$ cat src/rtl/mac_array_ctrl.sv
// mac_array_ctrl
// Sequencing controller for an M x M MAC array computing C = A x B per job.
// A job starts with an inner dimension k_len. The controller clears the array,
// then accepts k_len operand beats (column k of A, row k of B) over a
// valid/ready stream. Each beat is broadcast across the array as an
// outer-product update. The final accumulators are then held under a
// valid/ready result handshake.
//
// Ports:
//   clk, rst_n         clock, asynchronous active-low reset
//   start, k_len       job request (sampled in IDLE) and its inner dimension
//   abort              synchronous abort of a running job
//   op_valid/op_ready  operand beat handshake; op_a_col = A[*][k], op_b_row = B[k][*]
//   arr_a, arr_b       broadcast operands to the array
//   arr_en, arr_clr    array accumulate enable / synchronous clear
//   busy               job in progress (CLEAR through RESULT)
//   res_valid/res_ready result handshake; array holds C while res_valid
//   err                one-cycle pulse on an illegal start
module mac_array_ctrl #(
    parameter int A_WIDTH   = 8,
    parameter int B_WIDTH   = 8,
    parameter int ACC_WIDTH = 32,
    parameter int M         = 4,
    parameter int K_MAX     = 16,
    localparam int KW       = $clog2(K_MAX + 1)
) (
    input  logic                      clk,
    input  logic                      rst_n,
    input  logic                      start,
    input  logic [KW-1:0]             k_len,
    input  logic                      abort,
    input  logic                      op_valid,
    output logic                      op_ready,
    input  logic signed [A_WIDTH-1:0] op_a_col [M],
    input  logic signed [B_WIDTH-1:0] op_b_row [M],
    output logic signed [A_WIDTH-1:0] arr_a [M][M],
    output logic signed [B_WIDTH-1:0] arr_b [M][M],
    output logic                      arr_en,
    output logic                      arr_clr,
    output logic                      busy,
    output logic                      res_valid,
    input  logic                      res_ready,
    output logic                      err
);

    typedef enum logic [2:0] {
        ST_IDLE   = 3'd0,
        ST_CLEAR  = 3'd1,
        ST_RUN    = 3'd2,
        ST_DRAIN  = 3'd3,
        ST_RESULT = 3'd4
    } state_t;

    localparam logic [KW-1:0] K_MAX_V = KW'(K_MAX);
    localparam logic [KW-1:0] K_ZERO  = {KW{1'b0}};
    localparam logic [KW-1:0] K_ONE   = {{(KW-1){1'b0}}, 1'b1};

    // The array must hold the widest possible sum without overflow.
    generate
        if (ACC_WIDTH < A_WIDTH + B_WIDTH + $clog2(K_MAX)) begin : g_acc_width_check
            $error("mac_array_ctrl: ACC_WIDTH too small for A_WIDTH+B_WIDTH+log2(K_MAX)");
        end
    endgenerate

    state_t                    state_r;
    logic [KW-1:0]             k_len_r;
    logic [KW-1:0]             beat_cnt_r;
    logic                      op_ready_r;
    logic                      arr_en_r;
    logic                      arr_clr_r;
    logic                      busy_r;
    logic                      res_valid_r;
    logic                      err_r;
    logic signed [A_WIDTH-1:0] arr_a_r [M][M];
    logic signed [B_WIDTH-1:0] arr_b_r [M][M];

    logic start_ok_s;
    logic abort_s;
    logic beat_s;
    logic last_beat_s;

    // Qualify start, abort and operand beats for the FSM.
    always_comb begin
        start_ok_s  = (k_len != K_ZERO) && (k_len <= K_MAX_V);
        abort_s     = abort && (state_r != ST_IDLE);
        // A beat offered during an abort cycle is refused, not accepted.
        beat_s      = op_valid && op_ready_r && !abort;
        last_beat_s = ((beat_cnt_r + K_ONE) == k_len_r);
    end

    // op_ready is the registered RUN-phase ready, masked by abort in the same
    // cycle so the producer never sees a discarded beat as taken.
    assign op_ready  = op_ready_r && !abort;
    assign arr_en    = arr_en_r;
    assign arr_clr   = arr_clr_r;
    assign busy      = busy_r;
    assign res_valid = res_valid_r;
    assign err       = err_r;
    assign arr_a     = arr_a_r;
    assign arr_b     = arr_b_r;

    // Job sequencing FSM with registered outputs and operand broadcast registers.
    always_ff @(posedge clk or negedge rst_n) begin
        if (!rst_n) begin
            state_r     <= ST_IDLE;
            k_len_r     <= K_ZERO;
            beat_cnt_r  <= K_ZERO;
            op_ready_r  <= 1'b0;
            arr_en_r    <= 1'b0;
            arr_clr_r   <= 1'b0;
            busy_r      <= 1'b0;
            res_valid_r <= 1'b0;
            err_r       <= 1'b0;
            for (int i = 0; i < M; i++) begin
                for (int j = 0; j < M; j++) begin
                    arr_a_r[i][j] <= {A_WIDTH{1'b0}};
                    arr_b_r[i][j] <= {B_WIDTH{1'b0}};
                end
            end
        end else begin
            // Pulsed outputs default low each cycle.
            arr_en_r  <= 1'b0;
            arr_clr_r <= 1'b0;
            err_r     <= 1'b0;
            if (abort_s) begin
                // Abort wins over every other transition; the array is wiped
                // in the following cycle so no partial result survives.
                state_r     <= ST_IDLE;
                op_ready_r  <= 1'b0;
                arr_clr_r   <= 1'b1;
                busy_r      <= 1'b0;
                res_valid_r <= 1'b0;
            end else begin
                case (state_r)
                    ST_IDLE: begin
                        if (start) begin
                            if (start_ok_s) begin
                                k_len_r    <= k_len;
                                beat_cnt_r <= K_ZERO;
                                state_r    <= ST_CLEAR;
                                arr_clr_r  <= 1'b1;
                                busy_r     <= 1'b1;
                            end else begin
                                err_r <= 1'b1;
                            end
                        end
                    end
                    ST_CLEAR: begin
                        state_r    <= ST_RUN;
                        op_ready_r <= 1'b1;
                    end
                    ST_RUN: begin
                        if (beat_s) begin
                            for (int i = 0; i < M; i++) begin
                                for (int j = 0; j < M; j++) begin
                                    arr_a_r[i][j] <= op_a_col[i];
                                    arr_b_r[i][j] <= op_b_row[j];
                                end
                            end
                            arr_en_r   <= 1'b1;
                            beat_cnt_r <= beat_cnt_r + K_ONE;
                            if (last_beat_s) begin
                                state_r    <= ST_DRAIN;
                                op_ready_r <= 1'b0;
                            end
                        end
                    end
                    ST_DRAIN: begin
                        // arr_en for the last beat is active during this cycle.
                        state_r     <= ST_RESULT;
                        res_valid_r <= 1'b1;
                    end
                    ST_RESULT: begin
                        if (res_ready) begin
                            state_r     <= ST_IDLE;
                            res_valid_r <= 1'b0;
                            busy_r      <= 1'b0;
                        end
                    end
                    default: begin
                        state_r     <= ST_IDLE;
                        op_ready_r  <= 1'b0;
                        busy_r      <= 1'b0;
                        res_valid_r <= 1'b0;
                    end
                endcase
            end
        end
    end

endmodule
$ cat config.mk
export PLATFORM = sky130hd
export DESIGN_NAME = mac_array_ctrl
export DESIGN_NICKNAME = d
export VERILOG_FILES = /design/src/rtl/mac_array_ctrl.sv
export SDC_FILE = /design/constraint.sdc
export NUM_CORES = 1
export LEC_CHECK = 0
export CAP_MARGIN = 20
export CORE_AREA = 2 2 129 131
export DETAILED_ROUTE_END_ITERATION = 8
export DIE_AREA = 0 0 131 133
export PLACE_DENSITY = 0.78
export SLEW_MARGIN = 20
export SYNTH_ARGS = -nofsm -noshare
export SYNTH_HDL_FRONTEND = slang
export SYNTH_SLANG_ARGS = --single-unit
export TNS_END_PERCENT = 20
$ cat constraint.sdc
create_clock -name clk -period 3.1 [get_ports clk]
set_clock_uncertainty 0.05 [all_clocks]
set_input_delay 0.31 -clock clk [delete_from_list [all_inputs] [get_ports clk]]
set_output_delay 0.31 -clock clk [all_outputs]
set_load 0.03 [all_outputs]
# --- After elaboration in Yosys (flattened, before gate mapping) ---
# Index checks and enable logic that the tools add are counted.
# W data, S select, Z words.
totals:
  register_bits: 83
  elab_cells: 89
  out_inout_bits: 262
  in_bits: 75
classes:
  n_bitwise: 1
  magnitude_cmp: 1
  mux: 33
  addsub: 1
  eq_ne: 16
  reduce_logical: 20
ops:
  columns: ["operator", "n"]
  rows:
  - ["$mux W1", 19]
  - ["$mux W3", 6]
  - ["$mux W5", 3]
  - ["$ne A3 B3 Y1 const B", 5]
  - ["$pmux W3 S5", 1]
  - ["$pmux W5 S2", 1]
  - ["$reduce_and A5 Y1", 2]
  - ["$pmux W1 S3", 3]
  - ["$reduce_or A3 Y1", 3]
  - ["$reduce_and A4 Y1", 2]
  - ["$eq A3 B2 Y1 const B", 2]
  - ["$ne A2 B1 Y1 const B", 3]
  - ["$ne A2 B2 Y1 const B", 3]
  - ["$reduce_and A3 Y1", 2]
  - ["$add A5 B1 Y5 const B", 1]
  - ["$eq A5 B5 Y1", 1]
  - ["$le A5 B5 Y1 const B", 1]
  - ["$logic_and A1 B1 Y1", 5]
  - ["$reduce_bool A5 Y1", 1]
  - ["$eq A3 B1 Y1 const B", 1]
  - ["$eq A3 B3 Y1 const B", 1]
  - ["$logic_not A3 Y1", 1]
  - ["$reduce_bool A3 Y1", 1]
  - ["$reduce_and A2 Y1", 1]
  - ["other kinds (3)", 3]

# --- Logic depth before layout (Yosys ltp) ---
depth:
  word_depth: 6
  depth_mapped: 8
  depth_no_buf: 5

# --- Worst setup path before layout ---
# OpenSTA, ideal clock, no wires.
synth_timing:
  path_kind: "register to register"
  from: "reg state_r[2]"
  to: "reg arr_a_r (netlist bit arr_a[101])"
  t_arrival_ns: 1.593
  t_required_ns: 2.925
  setup_ns: 0.125
  path_buffers: 4
  synth_period_minus_slack_ns: 1.768
  setup_slack_ns: 1.332
  stages_incl_launch_ff: 8
  path_cell_list: "dfrtp_1 > buf_6 > nor3b_4 > and3_1 > buf_4 > buf_8 > buf_8 > mux2_2"
synth_between:
  elab_chain_len: 4
  elab_cells_between_ends: 5
  cone_classes: "1 x eq/ne; 1 x bitwise; 3 x reduce/logical"
synth_rtl:
  columns: ["item", "line", "source"]
  rows:
  - ["from (decl)", "65", "state_t state_r;"]
  - ["from (signal assigned)", "105", "state_r <= ST_IDLE;"]
  - ["from (signal assigned)", "128", "state_r <= ST_IDLE;"]
  - ["from (signal assigned)", "140", "state_r <= ST_CLEAR;"]
  - ["$reduce_bool A3 Y1", "85", "abort_s = abort && (state_r != ST_IDLE);"]
  - ["$logic_and A1 B1 Y1", "85", null]
  - ["$not A1 Y1 (no source line)", null, null]
  - ["$reduce_and A3 Y1 (no source line) *", null, null]
  - ["to (signal, indexed assignment)", "116", "arr_a_r[i][j] <= {A_WIDTH{1'b0}};"]
  - ["to (signal, indexed assignment)", "156", "arr_a_r[i][j] <= op_a_col[i];"]
  - ["to (decl)", "74", "logic signed [A_WIDTH-1:0] arr_a_r [M][M];"]
# Every way passes the cells marked *; elsewhere a longest branch is shown, timed or not.
# A chain may end at the register's enable or synchronous reset.

# --- Final worst setup path ---
layout_timing:
  from: "in abort"
  to: "out op_ready"
layout_between:
  elab_chain_len: 2
layout_rtl:
  columns: ["item", "line", "source"]
  rows:
  - ["from (decl)", "31", "input logic abort,"]
  - ["$logic_not A1 Y1", "93", "assign op_ready = op_ready_r && !abort;"]
  - ["$logic_and A1 B1 Y1", "93", null]
  - ["to (decl)", "33", "output logic op_ready,"]
# No other way between the ends.

==> metrics.txt <==
# TYPE chip_impl_metric gauge
chip_impl_metric{name="clk_transition_reported_paths",unit="ns"} 0.06
chip_impl_metric{name="crit_path_max_fanout",unit=""} 8
chip_impl_metric{name="post-cts-setup-buffers",unit=""} 0
chip_impl_metric{name="floorplan.die.height",unit="µm"} 133
chip_impl_metric{name="grt_use_total",unit=""} 0.132
chip_impl_metric{name="die_area",unit="µm²"} 17400
chip_impl_metric{name="syn2layout_area_growth",unit="%"} 51.1
chip_impl_metric{name="tns",unit="ns"} 0
chip_impl_metric{name="number_of_global_route_vias_before_repair",unit=""} 3179
chip_impl_metric{name="synth.lib_cells_used.distinct",unit=""} 41
chip_impl_metric{name="synth_nets",unit=""} 507
chip_impl_metric{name="fmax",unit="MHz"} 458
chip_impl_metric{name="chipWidth",unit="µm"} 131
chip_impl_metric{name="worstPathArrival",unit="ns"} 1.82
chip_impl_metric{name="placedInstanceArea",unit="µm²"} 7010
chip_impl_metric{name="postRouteAntennaNets",unit=""} 0
chip_impl_info{name="class_of_the_tightest_hold_or_removal_check",value="in -> async"} 1
chip_impl_metric{name="seq_area",unit="µm²"} 2080
chip_impl_metric{name="register_bit_count_reported_by_yosys",unit=""} 83
chip_impl_metric{name="ff2ff_path_depth",unit=""} 4
chip_impl_info{name="setup.worst_path.end_class",value="output port"} 1
chip_impl_info{name="timing.critical_path.from_type",value="input port"} 1
chip_impl_metric{name="number_of_enable_flip_flop_cells_after_synthesis",unit=""} 0
chip_impl_metric{name="post_synth_instance_area",unit="µm²"} 4870
chip_impl_metric{name="dp_hpwl",unit="mm"} 9.37
chip_impl_metric{name="detail_route.wirelength",unit="mm"} 12.1
chip_impl_metric{name="timing.final.max_slew_violations",unit=""} 0
chip_impl_metric{name="ff2ff_setup_slack",unit="ns"} 1.06
chip_impl_metric{name="fin_crit_sh",unit=""} 0.704
chip_impl_metric{name="std_cell_rows",unit=""} 47
chip_impl_metric{name="syn_inst",unit=""} 431
chip_impl_metric{name="synth_warnings",unit=""} 0
chip_impl_metric{name="detailedRoute.firstPassIterationCount",unit=""} 4
chip_impl_metric{name="synthArstFlopShare",unit=""} 1.00
chip_impl_metric{name="floorplan.initialDensity",unit=""} 0.301
chip_impl_metric{name="ctsHtreeMaxLevel",unit=""} 3
chip_impl_metric{name="multi_input_area",unit="µm²"} 1240
chip_impl_info{name="rsz0062_at_grt",value="false"} 1
chip_impl_metric{name="layout-drive-gt1-share",unit=""} 0.155
chip_impl_metric{name="post-route-min-period",unit="ns"} 2.18
chip_impl_metric{name="core",unit="µm²"} 16200
chip_impl_metric{name="ios",unit=""} 337
chip_impl_metric{name="antennaDiodeCount",unit=""} 0
chip_impl_info{name="outcome",value="complete, no violations"} 1
chip_impl_metric{name="clock_path_buffers",unit=""} 2
chip_impl_metric{name="synth_sequential_area_ratio",unit=""} 0.427
chip_impl_metric{name="design_area",unit="µm²"} 7350
chip_impl_metric{name="ctsHoldBuffers",unit=""} 0
chip_impl_info{name="critical_path.cell_chain",value="clkdlybuf4s50_1 > nand2b_1 > inv_2 > clkdlybuf4s50_1"} 1
chip_impl_metric{name="worst-endpoint-required",unit="ns"} 2.74
chip_impl_metric{name="worst_skew_pair.late_latency",unit="ns"} 0.34
chip_impl_metric{name="drcViolationCount",unit=""} 0
chip_impl_metric{name="grt_overflow",unit=""} 0
chip_impl_metric{name="cts_bufs_inserted",unit=""} 9
chip_impl_metric{name="drt_iter0_markers",unit=""} 87
chip_impl_metric{name="postSynthAreaPerCell",unit="µm²"} 11.3
chip_impl_metric{name="clock-sinks",unit=""} 83
chip_impl_metric{name="drt-vias-per-instance",unit=""} 4.17
chip_impl_metric{name="globalplace.congestion",unit=""} 0.794
chip_impl_metric{name="antenna_found_initial",unit=""} 0
chip_impl_metric{name="port-buffer-count",unit=""} 336
chip_impl_metric{name="cap_violations",unit=""} 0
chip_impl_info{name="timing.rr.end",value="arr_a[66]"} 1
chip_impl_metric{name="crit_path_max_incr_delay",unit="ns"} 0.68
chip_impl_metric{name="wl_per_cell",unit="µm"} 15.1
chip_impl_metric{name="cts.repair.resized",unit=""} 0
chip_impl_metric{name="largest_net_degree_at_the_start_of_global_routing",unit=""} 72
chip_impl_metric{name="vias",unit=""} 3347
chip_impl_info{name="cpMostUsedCell",value="clkdlybuf4s50_1"} 1
chip_impl_metric{name="design.final.nets",unit=""} 653
chip_impl_info{name="synthFlopType",value="dfrtp_1"} 1
chip_impl_metric{name="fin_hold_viols",unit=""} 0
chip_impl_info{name="worstSetupPathType",value="in -> out"} 1
chip_impl_info{name="cts_tree",value="built"} 1
chip_impl_metric{name="maxSlewHeadroom",unit=""} 0.384
chip_impl_info{name="cp_slowest_cell",value="clkdlybuf4s50_1"} 1
chip_impl_metric{name="timing.final.setup_violations",unit=""} 0
chip_impl_metric{name="fillerInstances",unit=""} 1419
chip_impl_info{name="timing.rr.start",value="state_r[0]"} 1
chip_impl_metric{name="worst_slew_pin_slew",unit="ns"} 0.924
chip_impl_metric{name="global_route_wire_length_before_repair",unit="mm"} 17.6
chip_impl_info{name="cts.root.buffer_cell",value="clkbuf_16"} 1
## final cells by class
type	count	share of cell area
Tap cell	220	0.0374
Timing Repair Buffer	339	0.462
Sequential cell	83	0.283
Clock buffer	11	0.0330
Inverter	6	0.00306
Multi-Input combinational cell	138	0.168
Clock inverter	5	0.0136
## placed cells by master (no fill, tap or decap), types with 5 or more instances in the layout
cell type        netlist  routed
clkdlybuf4s50_1        0     335
dfrtp_1               83      83
mux2_2                65      65
nor2_1                10      10
clkbuf_16              0       9
o21ai_0                6       6
inv_1                  5       5
xnor2_1                5       5
a31oi_1                5       5
## per-layer routing
metal,share of wire,routed length (µm),global-route usage,up-vias
met1,0.39,4740,0.151,1651
met3,0.064,771,0.0307,8
met5,0,0,0,-
li1,-,-,-,1529
met2,0.54,6490,0.241,159
met4,0.0095,115,0.0396,0
## worst max path at each step
stage | from | endpoint | slack [ns] | depth (start not counted)
6_report | abort | op_ready | 0.92 | 4
3_5_place_dp | abort | arr_a[65] | 0.83 | 6
2_1_floorplan | state_r[2] | arr_a[101] | 1.33 | 7
3_3_place_gp | abort | arr_a[1] | 0.90 | 6
5_1_grt | abort | op_ready | 0.85 | 4
4_1_cts | abort | op_ready | 0.92 | 4
## worst max-delay path, delay by kind of cell
family,cells,cell delay [ns]
buffers and inverters,3,1.28
and+or+nand+nor,1,0.24
## synthesized netlist by cell type (2+ instances only)
library cell    n  area, µm²
nor3_1          2       10.0
nand3_1         2       10.0
buf_2           5       25.0
nor2_1         10       37.5
and3_1          2       12.5
dfrtp_1        83       2080
o21ai_0         6       30.0
buf_8           2       30.0
buf_4         194       1460
clkbuf_1        2       7.51
nand3b_1        2       15.0
inv_1           5       18.8
xor2_1          4       35.0
mux2_1          4       45.0
o22ai_1         2       12.5
a31oi_1         5       31.3
xnor2_1         5       43.8
a21oi_1         4       20.0
nand2b_1        3       18.8
nand2_1         4       15.0
mux2_2         65        732
## state kept, by name, summed over array words and instances, names as in the netlist
name and cells:
k_len_r 5, busy 1, arr_en 1, op_ready_r 1, beat_cnt_r 5, arr_b 32, err 1, res_valid 1
arr_a 32, arr_clr 1, state_r 3
## stage by stage
| step | cells | setup WS [ns] | utilization | hold slack [ns] |
|---|---|---|---|---|
| 2_1_floorplan | 431 | 1.33 | - | -0.0356 |
| 3_3_place_gp | 786 | 0.898 | 0.433 | 0.437 |
| 6_report | 802 | 0.918 | 0.455 | 0.0608 |
| 3_5_place_dp | 786 | 0.834 | 0.433 | 0.452 |
| 5_1_grt | 802 | 0.852 | 0.455 | 0.142 |
| 4_1_cts | 802 | 0.925 | 0.455 | 0.0941 |
## cells by family after synthesis
kind of cell             after synthesis  share of synthesized area
buffers and inverters                210                      0.319
flip-flops                            83                      0.427
multiplexers                          69                      0.160
AND/OR/NAND/NOR                       31                     0.0373
AO/OA/AOI/OAI                         28                     0.0383
XOR/XNOR                               9                     0.0162
adder cells (fa/ha/maj)                1                    0.00257
Power is left out: the tool's default activity adds up to more than one toggle a clock period on the data nets, which glitch-free logic cannot reach.
